$ cat src/rtl/tx_burst_pkg.sv
// Shared definitions for the transmit burst generator.
// State encoding and default counter widths.
package tx_burst_pkg;

  localparam int TX_CNT_W   = 16;
  localparam int TX_BURST_W = 8;

  localparam logic [1:0] ST_IDLE     = 2'd0;
  localparam logic [1:0] ST_PULSE_HI = 2'd1;
  localparam logic [1:0] ST_PULSE_LO = 2'd2;
  localparam logic [1:0] ST_BLANK    = 2'd3;

endpackage

$ cat src/rtl/tx_burst_gen_phase_counter.sv
// Loadable down-counter timing the pulse phases and the blank window.
// tc marks the last cycle of the loaded interval (count == 1).
module tx_phase_counter #(
  parameter int W = 16
) (
  input  logic         clk,
  input  logic         rst,
  input  logic         load,
  input  logic         en,
  input  logic [W-1:0] load_val,
  output logic         tc
);

  logic [W-1:0] cnt;
  logic [W-1:0] one;

  assign one = {{(W-1){1'b0}}, 1'b1};
  assign tc  = (cnt == one);

  // Load has priority; otherwise step down toward 1 and hold there.
  always_ff @(posedge clk or posedge rst) begin
    if (rst) begin
      cnt <= '0;
    end else if (load) begin
      cnt <= load_val;
    end else if (en && (cnt > one)) begin
      cnt <= cnt - one;
    end
  end

endmodule

$ cat src/rtl/tx_burst_gen.sv
// Probe burst generator: N square pulses of programmable half-period,
// receiver blanking, start strobe and done pulse. Optional TX_BURST_ABORT_EN.
module tx_burst_gen
  import tx_burst_pkg::*;
#(
  parameter int CNT_W   = TX_CNT_W,
  parameter int BURST_W = TX_BURST_W
) (
  input  logic               clk,
  input  logic               rst,
`ifdef TX_BURST_ABORT_EN
  input  logic               abort,
`endif
  input  logic               start,
  input  logic [CNT_W-1:0]   half_period,
  input  logic [BURST_W-1:0] n_pulses,
  input  logic [CNT_W-1:0]   blank_len,
  output logic               tx_out,
  output logic               tx_start_strobe,
  output logic               blank,
  output logic               busy,
  output logic               done
);

  logic [1:0]         state;
  logic [1:0]         nxt;
  logic [CNT_W-1:0]   hp_r;
  logic [CNT_W-1:0]   bl_r;
  logic [CNT_W-1:0]   hp_in;
  logic [CNT_W-1:0]   ld_val;
  logic [BURST_W-1:0] rem;
  logic               tc;
  logic               ld;
  logic               en;
  logic               last;
  logic               accept;
  logic               abort_hit;
  logic               tx_d;
  logic               strobe_d;
  logic               blank_d;
  logic               busy_d;
  logic               done_d;

  assign hp_in = (half_period == '0) ?
                 {{(CNT_W-1){1'b0}}, 1'b1} : half_period;
  assign accept = start && (n_pulses != '0);
  assign last = (rem == {{(BURST_W-1){1'b0}}, 1'b1});

`ifdef TX_BURST_ABORT_EN
  assign abort_hit = abort && (state != ST_IDLE);
`else
  assign abort_hit = 1'b0;
`endif

  // State register.
  always_ff @(posedge clk or posedge rst) begin
    if (rst) begin
      state <= ST_IDLE;
    end else begin
      state <= nxt;
    end
  end

  // Next-state decode; abort overrides everything outside IDLE.
  always_comb begin
    nxt = state;
    if (abort_hit) begin
      nxt = ST_IDLE;
    end else begin
      unique case (1'b1)
        (state == ST_IDLE): begin
          if (accept) nxt = ST_PULSE_HI;
        end
        (state == ST_PULSE_HI): begin
          if (tc) nxt = ST_PULSE_LO;
        end
        (state == ST_PULSE_LO): begin
          if (tc) begin
            if (!last) nxt = ST_PULSE_HI;
            else if (bl_r != '0) nxt = ST_BLANK;
            else nxt = ST_IDLE;
          end
        end
        (state == ST_BLANK): begin
          if (tc) nxt = ST_IDLE;
        end
        default: nxt = ST_IDLE;
      endcase
    end
  end

  // Output decode from the next state so outputs align with state entry.
  always_comb begin
    tx_d     = (nxt == ST_PULSE_HI);
    strobe_d = (state == ST_IDLE) && (nxt == ST_PULSE_HI);
    blank_d  = (nxt != ST_IDLE);
    busy_d   = (nxt != ST_IDLE);
    done_d   = (state != ST_IDLE) && (nxt == ST_IDLE) && !abort_hit;
  end

  // Registered outputs.
  always_ff @(posedge clk or posedge rst) begin
    if (rst) begin
      tx_out          <= 1'b0;
      tx_start_strobe <= 1'b0;
      blank           <= 1'b0;
      busy            <= 1'b0;
      done            <= 1'b0;
    end else begin
      tx_out          <= tx_d;
      tx_start_strobe <= strobe_d;
      blank           <= blank_d;
      busy            <= busy_d;
      done            <= done_d;
    end
  end

  // Burst parameters are frozen at acceptance; pulse count steps per pair.
  always_ff @(posedge clk or posedge rst) begin
    if (rst) begin
      hp_r <= '0;
      bl_r <= '0;
      rem  <= '0;
    end else if ((state == ST_IDLE) && (nxt == ST_PULSE_HI)) begin
      hp_r <= hp_in;
      bl_r <= blank_len;
      rem  <= n_pulses;
    end else if ((state == ST_PULSE_LO) && tc && (rem != '0)) begin
      rem  <= rem - 1'b1;
    end
  end

  // Reload the phase timer on every state change.
  always_comb begin
    ld = (nxt != state);
    en = (state != ST_IDLE);
    if (nxt == ST_BLANK) ld_val = bl_r;
    else if (state == ST_IDLE) ld_val = hp_in;
    else ld_val = hp_r;
  end

  tx_phase_counter #(
    .W(CNT_W)
  ) u_phase (
    .clk      (clk),
    .rst      (rst),
    .load     (ld),
    .en       (en),
    .load_val (ld_val),
    .tc       (tc)
  );

endmodule

$ cat config.mk
export PLATFORM = sky130hd
export DESIGN_NAME = tx_burst_gen
export DESIGN_NICKNAME = d
export VERILOG_FILES = /design/src/rtl/tx_burst_pkg.sv /design/src/rtl/tx_burst_gen_phase_counter.sv /design/src/rtl/tx_burst_gen.sv
export SDC_FILE = /design/constraint.sdc
export NUM_CORES = 1
export LEC_CHECK = 0
export ABC_AREA = 1
export CAP_MARGIN = 20
export CORE_ASPECT_RATIO = 1.4
export CORE_UTILIZATION = 60
export CTS_CLUSTER_DIAMETER = 60
export DETAILED_ROUTE_END_ITERATION = 10
export GPL_TIMING_DRIVEN = 0
export PLACE_DENSITY = 0.86
export SYNTH_ARGS = -nofsm -noshare
export SYNTH_HDL_FRONTEND = slang
export SYNTH_SLANG_ARGS = --single-unit
$ cat constraint.sdc
create_clock -name clk -period 6.5 [get_ports clk]
set_clock_uncertainty 0.05 [all_clocks]
set_input_delay 1.625 -clock clk [delete_from_list [all_inputs] [get_ports clk]]
set_output_delay 1.625 -clock clk [all_outputs]
set_load 0.005 [all_outputs]
* After elaboration in Yosys (flattened, before gate mapping)
Cells that the tools add are included.
** Cells by class
- $lt $le $gt $ge :: 1
- $add $sub $neg :: 2
- Eq/ne operators :: 8
- Mux-type cells :: 14
- Reduce and logical (&&, ||, !) cells :: 16
** Operator list (number)
- $mux W16 :: 5
- $eq A16 B1 Y1 const B :: 1
- $gt A16 B1 Y1 const B :: 1
- $logic_not A16 Y1 :: 1
- $mux W8 :: 2
- $reduce_bool A16 Y1 :: 1
- $reduce_bool A8 Y1 :: 2
- $sub A16 B1 Y16 const B :: 1
- $mux W2 :: 6
- $eq A8 B1 Y1 const B :: 1
- $pmux W2 S4 :: 1
- $reduce_bool A2 Y1 :: 4
- $sub A8 B1 Y8 const B :: 1
- $eq A2 B2 Y1 const B :: 3
- $logic_and A1 B1 Y1 :: 6
- $eq A2 B1 Y1 const B :: 2
- $logic_not A2 Y1 :: 2
- $ne A2 B2 Y1 :: 1
** Word-level totals
- Output and inout port bits :: 5
- Flip-flop bits (word level) :: 62
- Input bits :: 43

* Depth between registers and ports, before layout
Gate-level depths: netlist of the first run.
- Depth after elaboration :: 8
- Mapped depth :: 15
- Depth with buffers taken out :: 15

* Cells and area by module
From an unflattened synthesis of the first run, not the netlist that was laid out.
** Unflattened totals
- Cell total of the unflattened synthesis :: 579
- Area total of the unflattened synthesis :: 3968.8 µm²
** Modules (own cells, without submodules)
- tx_burst_gen :: times used 1, area each 2670.1 µm², cells each 378
- tx_phase_counter :: times used 1, area each 1298.7 µm², cells each 201

* Worst setup path before layout of the first run
Ideal clock, no wire load.
- Path type :: input -> register
- From :: input n_pulses[7]
- To :: register u_phase.cnt[8]
- Path buffers :: 1
- Data arrival time :: 2.694 ns
- Stages on the path :: 11
- Path slack :: 3.630 ns
- Cells stage by stage :: nor2_1 nand2_1 nor2_1 nor2_4 a21oi_4 nand2_4 nand2_4 nand3_2 buf_4 nor2_1 a21oi_1
** Between the ends
- Cells in the longest elaborated chain, start to end :: 7
- Elaborated cells on any way between the ends :: 9
** RTL lines
- from (decl) :: RTL line tx_burst_gen.sv:16 : input logic [BURST_W-1:0] n_pulses,
- $reduce_bool A8 Y1 (*) :: RTL line tx_burst_gen.sv:46 : assign accept = start && (n_pulses != '0);
- $logic_and A1 B1 Y1 (*) :: RTL line tx_burst_gen.sv:46
- $mux W2 (*) :: RTL line tx_burst_gen.sv:72 : if (accept) nxt = ST_PULSE_HI;
- $pmux W2 S4 (*) :: RTL line tx_burst_gen.sv:70 : unique case (1'b1)
- $eq A2 B2 Y1 :: RTL line tx_burst_gen.sv:137 : if (nxt == ST_BLANK) ld_val = bl_r;
- $mux W16 :: RTL line tx_burst_gen.sv:137
- $mux W16 :: RTL line tx_burst_gen_phase_counter.sv:24 : end else if (load) begin
- to (signal assigned) :: RTL line tx_burst_gen_phase_counter.sv:25 : cnt <= load_val;
- to (signal assigned) :: RTL line tx_burst_gen_phase_counter.sv:27 : cnt <= cnt - one;
- to (decl) :: RTL line tx_burst_gen_phase_counter.sv:14 : logic [W-1:0] cnt;
Mark *: on every way between the ends. The rest lies on a longest branch, timed or not.
A chain may end at the register's enable or synchronous reset.

* Worst setup path in the final report of the first run
- From :: input n_pulses[7]
- To :: register u_phase.cnt[5]
The elaborated chain is that of the path after synthesis.

==> flow_summary.yaml, run 1 <==
worst_setup_path:
  end_kind: "register"
  required_ns: 6.73
  cp_common_cell: "nand2_1"
  cp_num_buf_inv: 2
  slowest_stage: "clkdlybuf4s50_1"
  r2r-start: "u_phase.cnt[0]$_DFFE_PP0P_"
  cp-start-kind: "primary input"
  slowest_delay_ns: 0.41
  timing.rr.end: "u_phase.cnt[12]$_DFFE_PP0P_"
  criticalPathCategory: "primary input to register"
  crit_path_max_fanout: 10
  cpLargestDelayFamily: "simple AND/OR/NAND/NOR gates"
  reg2reg_slack_ns: 4.33
  rr_worst_depth: 10
  crit_chain: "clkdlybuf4s50_1 > nor2_1 > nand2_1 > nor2_1 > nor2_4 > a21oi_4 > nand2_4 > nand2_2 > buf_6 > nand2_1 > nand2_1 > nand2_1 > a21oi_1"
  worstPathArrival_ns: 3.39
yosys:
  ys_seq_area_frac: 0.417
  synth_top_area_cell: "dfrtp_1"
  synthXorXnorAreaFrac: 0.0259
  ys_seq_elements: 62
  synth.cell_area_sq_mm: 0.00372
  avgSynthCellArea_sq_um: 7.22
  synth_top_area_share: 0.417
  synth_fa_ha_area_frac: 0.0168
  synth-compound-area-share: 0.117
  yosys.area_share.simple: 0.347
  synth_top_family_by_area: "simple AND/OR/NAND/NOR gates"
  netlist_instances: 515
  synth.area.mux_share: 0
  ys_async_sr_fraction: 1.00
  synth_edf_count: 0
  synth_area_leaders: "dfrtp_1 (42%), nand2_1 (18%), nor2_1 (6.2%), o21ai_0 (6.1%), nand3_1 (4.8%)"
  ys.flop_type: "dfrtp_1"
  synth_cell_type_count: 33
  synth_nets: 563
  ys_warn_count: 0
global_route:
  grtUsageTotal: 0.324
  antenna_found_initial: 0
  grt_max_degree: 45
  grt_pass1_vias: 3450
  overflow: 0
  grt_pass1_wl_microns: 15400
place:
  gpl.final_weighted_congestion: 0.892
  place_area_sq_mm: 0.00430
  io_buffers: 47
  dp_cells: 633
  hpwlAfterDp_microns: 7290
timing:
  period_share: 0.487
  worstMarginPinSlew_ns: 0.484
  finalHoldViolations: 0
  fmax_mhz: 316
  finalSetupTns_ns: 0
  slew_headroom: 0.674
  maxSlewViolCount: 0
  setup_viol: 0
  hold_ws_ns: 0.446
  rsz0062_at_grt: "no"
  period_needed_ns: 3.17
route:
  vias: 3639
  drtAntennaViolNets: 0
  drt_iter0_drc: 267
  vias_per_cell: 5.61
  wl_per_cell_microns: 14.5
  wirelength_microns: 9430
  drc: 0
  firstDrtPassIters: 5
power_and_ir_drop:
  powerDensity_mw_per_mm2: 170
  power.total_uw: 766
  vdd_drop_max_mv: 0.149
  p_leak_nw: 2.01
worst_hold_path:
  hold_depth: 2
  hp-class: "register to register"
  hp-start: "hp_r[0]$_DFFE_PP0P_"
  hold_end: "hp_r[0]$_DFFE_PP0P_"
finish:
  drive_above_1_share: 0.0846
  final_common_cell: "nand2_1"
  final_cell_mix: "nand2_1 (175), dfrtp_1 (62), nor2_1 (61)"
  nets: 622
  post-route-cell-area_sq_mm: 0.00450
  fill_cells: 465
  area_growth_pct: 20.9
  fin_cells: 649
  num_antenna_cells: 0
cts:
  clockBufferDepth: 2
  post-cts-setup-buffer-count: 0
  cts.sinks: 62
  cts_resized: 0
  clk_pin_slew_ns: 0.07
  htree_levels: 3
  cts_buffers: 9
  hold_buffers: 0
  ctsRootBufferMaster: "clkbuf_8"
  cts_tree: "built"
  worstSkewPairLatency_ns: 0.35
die:
  ioPinCount: 48
  start_util: 0.630
  die_y_microns: 95.2
  die_w_microns: 68.5
  std_cell_rows: 33
  dieArea_sq_mm: 0.00652
  fp.coreArea_sq_mm: 0.00590
job:
  drv_cap: 0
status:
  status: "finished, final reports clean"
-- report_power, final --
part / leakage (nW) / switching (mW) / total, mW / internal (mW)
Sequential: 0.643 / 0 / 0.386 / 0.386
Combinational: 1.27 / 0.0156 / 0.0399 / 0.0243
Clock: 0.0955 / 0.153 / 0.341 / 0.187
-- cell type report --
type                       count  area [sq um]  area share
tap                           70          87.6      0.0195
timing repair buffer          48           490       0.109
multi-input combinational    390          1880       0.419
clock buffer                  11           141      0.0314
buffer                        20           121      0.0270
sequential                    62          1550       0.345
inverter                      43           161      0.0359
clock inverter                 5          58.8      0.0131
-- worst max path at each step --
| stage | from | to | slack, ns | cells after the start |
|---|---|---|---|---|
| final | n_pulses[7] | u_phase.cnt[5]$_DFFE_PP0P_ | 3.33 | 13 |
| after global routing | n_pulses[7] | u_phase.cnt[3]$_DFFE_PP0P_ | 3.16 | 13 |
| after CTS | n_pulses[7] | u_phase.cnt[2]$_DFFE_PP0P_ | 3.33 | 13 |
| after detailed placement | n_pulses[7] | u_phase.cnt[2]$_DFFE_PP0P_ | 2.96 | 13 |
| after global placement | rst | hp_r[14]$_DFFE_PP0P_ | 2.24 | 2 |
| after floorplan | rst | bl_r[0]$_DFFE_PP0P_ | 3.28 | 1 |
-- sequential cells by signal (all words and copies together), names as in the netlist --
register and cells:
bl_r 16, busy 1, hp_r 16, tx_out 1, done 1, u_phase.cnt 16
tx_start_strobe 1, state 2, rem 8
-- worst min-delay path: cells and delay by family (launching register included) --
family	cells	cell delay, ns
flops	1	0.35
simple gates	2	0.11
-- cells by family (layout without fill, tap and decap cells) --
family / after synthesis / count (layout)
adder cells (fa/ha/maj): 5 / 5
buffers and inverters: 63 / 127
XOR/XNOR: 11 / 11
flip-flops: 62 / 62
AND/OR/NAND/NOR: 299 / 299
AO/OA/AOI/OAI: 75 / 75
-- per-stage QoR --
stage / util / setup slack, ns
6_report: 0.762 / 3.33
3_3_place_gp: 0.724 / 2.24
2_1_floorplan: - / 3.28
3_5_place_dp: 0.728 / 2.96
5_1_grt: 0.762 / 3.16
4_1_cts: 0.762 / 3.33
-- cells in the mapped netlist, types with 4 or more instances --
library cell    n
a21oi_1        12
buf_2           4
buf_4           5
clkbuf_1        8
dfrtp_1        62
ha_1            5
inv_1          41
nand2_1       175
nand2_2         4
nand2_4         4
nand3_1        36
nor2_1         61
nor2_4          4
o211ai_1        8
o21ai_0        45
xnor2_1         6
xor2_1          5
-- layer usage --
metal,global-route usage,share of wire
met3,0.0670,0.049
met4,0.182,0.042
met5,0,0
met1,0.358,0.39
met2,0.559,0.52
No activity file was read; power rests on OpenSTA's default activity.
==> run 2, diff against run 1 <==
- CORE_UTILIZATION: 60 -> 50
- PLACE_DENSITY: 0.86 -> 0.76
- clock period: 6.5 -> 2.72 ns (I/O delays scaled with it)
==> run 2 against run 1 <==
Against the previous run: critical path depth unchanged; non-clock buffer count unchanged; clock power up 130%; count of clock-buffer cells in the layout unchanged; via count down 3.3%; critical path type unchanged; largest cell class unchanged; highest routed layer unchanged.
==> flow_summary.yaml, run 2 (synthesized netlist as in run 1, its figures left out) <==
status:
  status: "finished, final reports clean"
cts:
  ctsRootBufferMaster: "clkbuf_8"
  cts_resized: 0
  htree_levels: 3
  worstSkewPairLatency_ns: 0.34
  cts.sinks: 62
  clk_pin_slew_ns: 0.07
  clockBufferDepth: 2
  post-cts-setup-buffer-count: 0
  cts_tree: "built"
  cts_buffers: 9
  hold_buffers: 0
route:
  wirelength_microns: 9280
  vias_per_cell: 5.23
  vias: 3518
  drc: 0
  drtAntennaViolNets: 0
  wl_per_cell_microns: 13.8
  firstDrtPassIters: 5
  drt_iter0_drc: 154
place:
  place_area_sq_mm: 0.00433
  hpwlAfterDp_microns: 7210
  io_buffers: 47
  gpl.final_weighted_congestion: 0.963
timing:
  slew_headroom: 0.569
  period_needed_ns: 2.24
  worstMarginPinSlew_ns: 0.645
  fmax_mhz: 447
  finalSetupTns_ns: 0
  rsz0062_at_grt: "no"
  setup_viol: 0
  maxSlewViolCount: 0
  period_share: 0.823
  finalHoldViolations: 0
power_and_ir_drop:
  vdd_drop_max_mv: 0.252
  p_leak_nw: 2.01
  powerDensity_mw_per_mm2: 398
worst_setup_path:
  cp-start-kind: "primary input"
  criticalPathCategory: "primary input to register"
  r2r-start: "u_phase.cnt[0]$_DFFE_PP0P_"
  worstPathArrival_ns: 2.45
  timing.rr.end: "u_phase.cnt[12]$_DFFE_PP0P_"
  endpoint: "u_phase.cnt[3]$_DFFE_PP0P_"
  reg2reg_slack_ns: 0.58
  rr_worst_depth: 10
  required_ns: 2.93
  end_kind: "register"
  startpoint: "n_pulses[7]"
  crit_path_max_fanout: 10
die:
  die_y_microns: 104
  dieArea_sq_mm: 0.00779
  std_cell_rows: 36
  fp.coreArea_sq_mm: 0.00707
  start_util: 0.526
  die_w_microns: 74.9
  ioPinCount: 48
global_route:
  grt_pass1_vias: 3561
  grtUsageTotal: 0.271
  overflow: 0
  grt_pass1_wl_microns: 16100
  antenna_found_initial: 0
  grt_max_degree: 33
finish:
  num_antenna_cells: 0
  post-route-cell-area_sq_mm: 0.00452
  final_util: 0.639
  final_cell_mix: "nand2_1 (175), dfrtp_1 (62), nor2_1 (61)"
  reg.largest.list: "bl_r (16), hp_r (16), u_phase.cnt (16)"
  final_common_cell: "nand2_1"
  nets: 622
  drive_above_1_share: 0.0830
  area_growth_pct: 21.5
worst_hold_path:
  hp-class: "register to register"
  hold_depth: 2
job:
  drv_cap: 0
-- run 2: changes by cell type in the layout (fill, tap and decap cells not counted) --
cell / change
clkinv_2: +1
clkinv_4: -1
clkinvlp_4: -1
-- run 2: per-stage QoR --
stage | hold slack (ns) | power [mW] | worst slack [ns] | std cells
2_1_floorplan | 0.398 | 0.957 | 0.449 | 515
4_1_cts | 0.460 | 1.81 | 0.485 | 673
3_5_place_dp | 0.440 | 1.04 | 0.134 | 658
6_report | 0.456 | 1.80 | 0.483 | 673
3_3_place_gp | 0.419 | 1.03 | -0.642 | 657
5_1_grt | 0.492 | 1.87 | 0.250 | 673
-- run 2: worst max-delay path, cell delays in order --
cell and delay, ns:
clkdlybuf4s50_1 0.42, nor2_1 0.12, nand2_1 0.06, nor2_1 0.18, nor2_4 0.10, a21oi_4 0.16
nand2_4 0.10, nand2_2 0.10, buf_6 0.13, nand2_1 0.09, nand2_1 0.11, nand2_1 0.06
a21oi_1 0.14
-- run 2: how the worst min path moves through the flow --
| stage | slack (ns) | to | from |
|---|---|---|---|
| finish | 0.46 | hp_r[6]$_DFFE_PP0P_ | hp_r[6]$_DFFE_PP0P_ |
| global placement | 0.42 | hp_r[6]$_DFFE_PP0P_ | hp_r[6]$_DFFE_PP0P_ |
| floorplan | 0.40 | hp_r[6]$_DFFE_PP0P_ | hp_r[6]$_DFFE_PP0P_ |
| global route | 0.49 | bl_r[3]$_DFFE_PP0P_ | bl_r[3]$_DFFE_PP0P_ |
| CTS | 0.46 | hp_r[0]$_DFFE_PP0P_ | hp_r[0]$_DFFE_PP0P_ |
| detailed placement | 0.44 | hp_r[6]$_DFFE_PP0P_ | hp_r[6]$_DFFE_PP0P_ |
-- run 2: power breakdown --
part           internal [mW]  leakage [nW]  switching [mW]  total, mW
Combinational         0.0580          1.27          0.0370     0.0950
Clock                  0.440        0.0952           0.341      0.780
Sequential             0.922         0.643               0      0.922
-- run 2: layout make-up --
| cell class | instances | area [sq um] |
|---|---|---|
| multi-input cells | 390 | 1880 |
| inverters | 43 | 161 |
| clock inverters | 4 | 47.5 |
| repair buffers | 48 | 490 |
| plain buffers | 20 | 121 |
| flip-flops and latches | 62 | 1550 |
| well taps | 95 | 119 |
| fillers | 666 | 2550 |
| clock buffers | 11 | 141 |
-- run 2: routing by layer --
metal,vias up,routed length (microns),GRT usage
met5,-,0,0
met4,0,354,0.135
met3,28,291,0.0504
met2,85,4780,0.461
met1,1640,3850,0.315
li1,1765,-,-
==> patch 1 (settings of run 2) <==
Change the package constant `TX_BURST_W` from 8 to 6.
--- a/src/rtl/tx_burst_pkg.sv
+++ b/src/rtl/tx_burst_pkg.sv
@@ -5,3 +5,3 @@
   localparam int TX_CNT_W   = 16;
-  localparam int TX_BURST_W = 8;
+  localparam int TX_BURST_W = 6;
 
Interface: changed (resized n_pulses); port bits go from 48 to 46. The function was not compared with the original's and may differ.
==> patch 1 against run 2 <==
Total power up 8.1%. Worst setup slack worse by 0.0093 ns. Final area down 2.5%. Synthesized area down 2.9%. Sequential cell count down 2. Wire length down 4.5%. Synthesized cell count down 5.8%. Critical endpoint is now u_phase.cnt[12].
==> patch 1: results (changes against run 2) <==
metric	value	unit	change
status	complete, no violations		
antenna cells	0		unchanged
setup bufs post-CTS	0		unchanged
CTS Buffer Depth	2		unchanged
Seq/Total Area, Yosys	41.6	%	-0.13 points
share of layout cells above drive strength 1	9.89	%	+1.6 points
drt first pass iters	5		unchanged
Clock Latency Late Sink	0.35	ns	
Vias	3333		-5.3%
# H-tree levels	3		unchanged
LEAKAGE	2.14	nW	+6.4%
CP Launch Point	n_pulses[0]		
HPWL Detailed	6710	um	-6.9%
all-layer global routing usage	26.0	%	-1.1 points
CTS buffer count	9		unchanged
largest net degree at the start of global routing	35		+6.1%
CP max FO	10		unchanged
synth top area cells	dfrtp_1, nand2_1, nand3_1, o21ai_0, nor2_1		
Initial DRC Count	173		+12%
Resized Gates After CTS	0		unchanged
hold path startpoint	hp_r[10]		
port buffer count	45		-4.3%
asr flop ratio synth	100	%	unchanged
slowest cell delay on critical path	0.43	ns	
Critical R2R Launch	u_phase.cnt[13]		
Clock Pin Slew Worst Setup and Hold Paths	0.06	ns	
maximum VDD drop	0.000514	V	+100%
vias in the first global route	3210		-9.9%
area post-placement	4200	um2	-3.0%
first-pass GRT wire length	14600	um	-9.1%
syn nets	531		-5.7%
DP Worst Slack	0.129	ns	-0.00570 ns
commonest cells in the netlist	nand2_1, dfrtp_1, nand3_1, nor2_1, inv_1		
Worst Tran Pin Value	0.615	ns	-0.0298 ns
commonest register cell after synthesis	dfrtp_1		
Worst Hold Class	reg2reg		
CP max stage cell	clkdlybuf4s50_1		
Synth cell types	35		+6.1%
Ys Warns	0		unchanged
worst path arrival time	2.44	ns	
initial antenna violation count	0		unchanged
Largest regs	bl_r: 16 flops, hp_r: 16 flops, u_phase.cnt: 16 flops		
GP Congestion	0.841		-13%
post-layout net count	588		-5.5%
hold_buf cts	0		unchanged
total wire length	8860	um	-4.5%
delay-heaviest family, CP	buffers and inverters		
Root Driver	clkbuf_8		
[patch 1: cell types whose count changed after synthesis, sizes merged, moves of 3 or more]
| cell | before | now |
|---|---|---|
| nor2 | 68 | 51 |
| xnor2 | 6 | 2 |
| o21ai | 48 | 38 |
| a31oi | 3 | 0 |
| nand2 | 183 | 175 |
| nand3 | 38 | 46 |
| nand3b | 1 | 5 |
| xor2 | 5 | 8 |
| nand4 | 3 | 7 |
[patch 1: report_power, final]
part           switching (mW)  internal (mW)  leakage, nW
clock                   0.348          0.507        0.102
combinational          0.0699         0.0793         1.34
sequential             0.0202          0.919        0.699
total                   0.438           1.51         2.14
[patch 1: final cells by class]
cell class / instances / area, um2
clock buffer: 10 / 128
timing repair buffer: 46 / 470
multi-input combinational: 363 / 1820
inverter: 43 / 161
fill: 634 / 2580
sequential: 60 / 1500
tap: 95 / 119
clock inverter: 5 / 77.6
buffer: 19 / 126
[patch 1: routing by layer]
layer	wire, um	global-route usage, %
met3	309	3.32
met2	4530	44.7
met1	3690	31.3
met4	334	14.5
met5	0	0
[patch 1: worst paths after layout]
path | to | depth (start not counted) | slack, ns
hold / removal | hp_r[10] | 2 | 0.44
min in group asynchronous | u_phase.cnt[3] | 2 | 0.68
hold reg to reg | hp_r[10] | 2 | 0.44
max in group asynchronous | bl_r[11] | 3 | 1.34
setup reg to reg | u_phase.cnt[12] | 13 | 0.63
setup / recovery | u_phase.cnt[12] | 12 | 0.47
[patch 1: kinds of logic (layout without fill, tap and decap cells)]
kind of cell | count (synthesis) | count (layout) | synth area share, %
fa+ha+maj | 5 | 5 | 1.73
xor+xnor | 10 | 10 | 2.43
simple gates | 290 | 290 | 36.5
buf+inv | 62 | 123 | 7.97
compound gates | 58 | 58 | 9.77
flops | 60 | 60 | 41.6
[patch 1: stage by stage]
step           hold WS, ns  setup TNS, ns  instances
3_3_place_gp         0.416         -37.61        625
2_1_floorplan        0.403              0        485
3_5_place_dp         0.425              0        626
5_1_grt              0.461              0        641
6_report             0.440              0        641
4_1_cts              0.442              0        641
[patch 1: worst reg2reg max path, stage by stage, from the launching register on]
cell     delay, ns
dfrtp_1       0.42
nor2_1        0.18
nand2_1       0.11
nor2_4        0.17
nand2_4       0.11
nor2_8        0.12
nand2_4       0.07
nand2_4       0.15
nand2_4       0.09
nand2_4       0.10
buf_8         0.15
nand3_1       0.12
nand2_1       0.10
nand2_1       0.04
==> patch 2 (flow settings as in run 2) <==
Made on the original files. Make the reset (`rst`) synchronous in 4 clocked blocks.
--- a/src/rtl/tx_burst_gen_phase_counter.sv
+++ b/src/rtl/tx_burst_gen_phase_counter.sv
@@ -20,3 +20,3 @@
   // Load has priority; otherwise step down toward 1 and hold there.
-  always_ff @(posedge clk or posedge rst) begin
+  always_ff @(posedge clk) begin
     if (rst) begin
--- a/src/rtl/tx_burst_gen.sv
+++ b/src/rtl/tx_burst_gen.sv
@@ -55,3 +55,3 @@
   // State register.
-  always_ff @(posedge clk or posedge rst) begin
+  always_ff @(posedge clk) begin
     if (rst) begin
@@ -101,3 +101,3 @@
   // Registered outputs.
-  always_ff @(posedge clk or posedge rst) begin
+  always_ff @(posedge clk) begin
     if (rst) begin
@@ -118,3 +118,3 @@
   // Burst parameters are frozen at acceptance; pulse count steps per pair.
-  always_ff @(posedge clk or posedge rst) begin
+  always_ff @(posedge clk) begin
     if (rst) begin
Check against the original RTL: differs if rst is asserted again (counterexample within 4 cycles, from zero or initial values and one cycle with rst high); with rst held inactive, the same outputs for 10 cycles.
==> patch 2 against run 2 <==
Worst hold slack got worse by 0.035 ns. Non-clock buffer count is 2 higher. Final cell count down 1.0%. Worst setup slack got worse by 0.11 ns. Final area is 5.7% lower. Register-to-register slack gained 0.05 ns. Wire length up 1.3%. Synthesized cell count fell by 0.58%. Critical endpoint is now hp_r[11]. Synthesized area shrank 6.6%. Utilization rose by 0.095 points. Via count increased by 1.3%. Sequential cell count stayed put.
Power is not compared: it rests on default switching activity, and its combinational part moved more than twofold at a synthesized area within 25%.
==> patch 2: results (changes against run 2) <==
metric	value	unit	change
status	complete, no violations		
# fillers	627		-5.9%
Synth cell types	39		+18%
hold path startpoint	hp_r[0]		
slowest cell delay on critical path	0.50	ns	+0.08 ns
Synth Area in Adders	1.80	%	+0.12 points
FF-to-FF path depth	12		+2
vias in the first global route	3499		-1.7%
grt met1 use	32.0	%	+0.48 points
GR Util met3	4.50	%	-0.54 points
DP Worst Slack	0.0235	ns	-0.111 ns
commonest register cell after synthesis	dfxtp_1		
vias per cell	5.35		+2.3%
commonest cells in the netlist	nand2_1, dfxtp_1, nor2_1, inv_1, o21ai_0		
all-layer global routing usage	28.4	%	+1.3 points
Compound-Gate Fraction of Synth Area	16.9	%	+5.1 points
GP Congestion	0.886		-8.0%
syn nets	560		-0.53%
asr flop ratio synth	0	%	-100 points
Seq/Total Area, Yosys	35.7	%	-6.0 points
worst path arrival time	2.57	ns	+0.12 ns
share of layout cells above drive strength 1	8.19	%	-0.12 points
synth top area cells	dfxtp_1, nand2_1, o21ai_0, nor2_1, nand3_1		
Hold EP	hp_r[0]		
Critical R2R Launch	u_phase.cnt[13]		
Yosys top cell area share	35.7	%	-6.0 points
largest net degree at the start of global routing	12		-64%
Post-Synth XOR/XNOR Area	4.54	%	+1.9 points
post-layout net count	617		-0.80%
Worst Tran Pin Value	0.598	ns	-0.0466 ns
port buffer count	46		-2.1%
Initial DRC Count	235		+53%
[patch 2: final cells by class]
class / instances / share of cell area (%)
buffer: 24 / 2.85
clock buffer: 11 / 3.56
sequential: 62 / 29.2
inverter: 54 / 4.76
timing repair buffer: 46 / 10.8
tap: 92 / 2.70
clock inverter: 5 / 1.35
multi-input combinational: 372 / 44.8
[patch 2: routing by layer]
| layer | up-vias | routed length [um] |
|---|---|---|
| met5 | - | 0 |
| met4 | 0 | 414 |
| met3 | 36 | 503 |
| met2 | 128 | 4680 |
| met1 | 1616 | 3800 |
| li1 | 1782 | - |
[patch 2: worst max-delay path by stage]
stage,start,endpoint,slack [ns],cells past startpoint
after floorplan,n_pulses[7],u_phase.cnt[7],0.79,13
after global placement,n_pulses[0],hp_r[11],0.03,10
after detailed placement,n_pulses[0],u_phase.cnt[7],0.02,14
after CTS,n_pulses[0],hp_r[11],0.37,10
after global routing,n_pulses[0],hp_r[10],0.18,10
final,n_pulses[6],hp_r[11],0.37,10
[patch 2: power by group through the flow]
stage          sequential (mW)  combinational, mW  clock (mW)
2_1_floorplan             1.09              0.552           0
3_3_place_gp              1.10              0.746           0
3_5_place_dp              1.11              0.762           0
4_1_cts                   1.09              0.770       0.858
5_1_grt                   1.10              0.871       0.893
6_report                  1.09              0.773       0.852
[patch 2: stage by stage]
| step | hold WS, ns | util, % | cell area (um2) | cells | power, mW |
|---|---|---|---|---|---|
| finish | 0.420 | 64.0 | 4260 | 666 | 2.71 |
| global route | 0.452 | 64.0 | 4260 | 666 | 2.86 |
| CTS | 0.422 | 64.0 | 4260 | 666 | 2.71 |
| detailed placement | 0.408 | 60.8 | 4050 | 650 | 1.87 |
| global placement | 0.402 | 60.8 | 4050 | 650 | 1.85 |
| floorplan | 0.389 | - | 3470 | 512 | 1.64 |
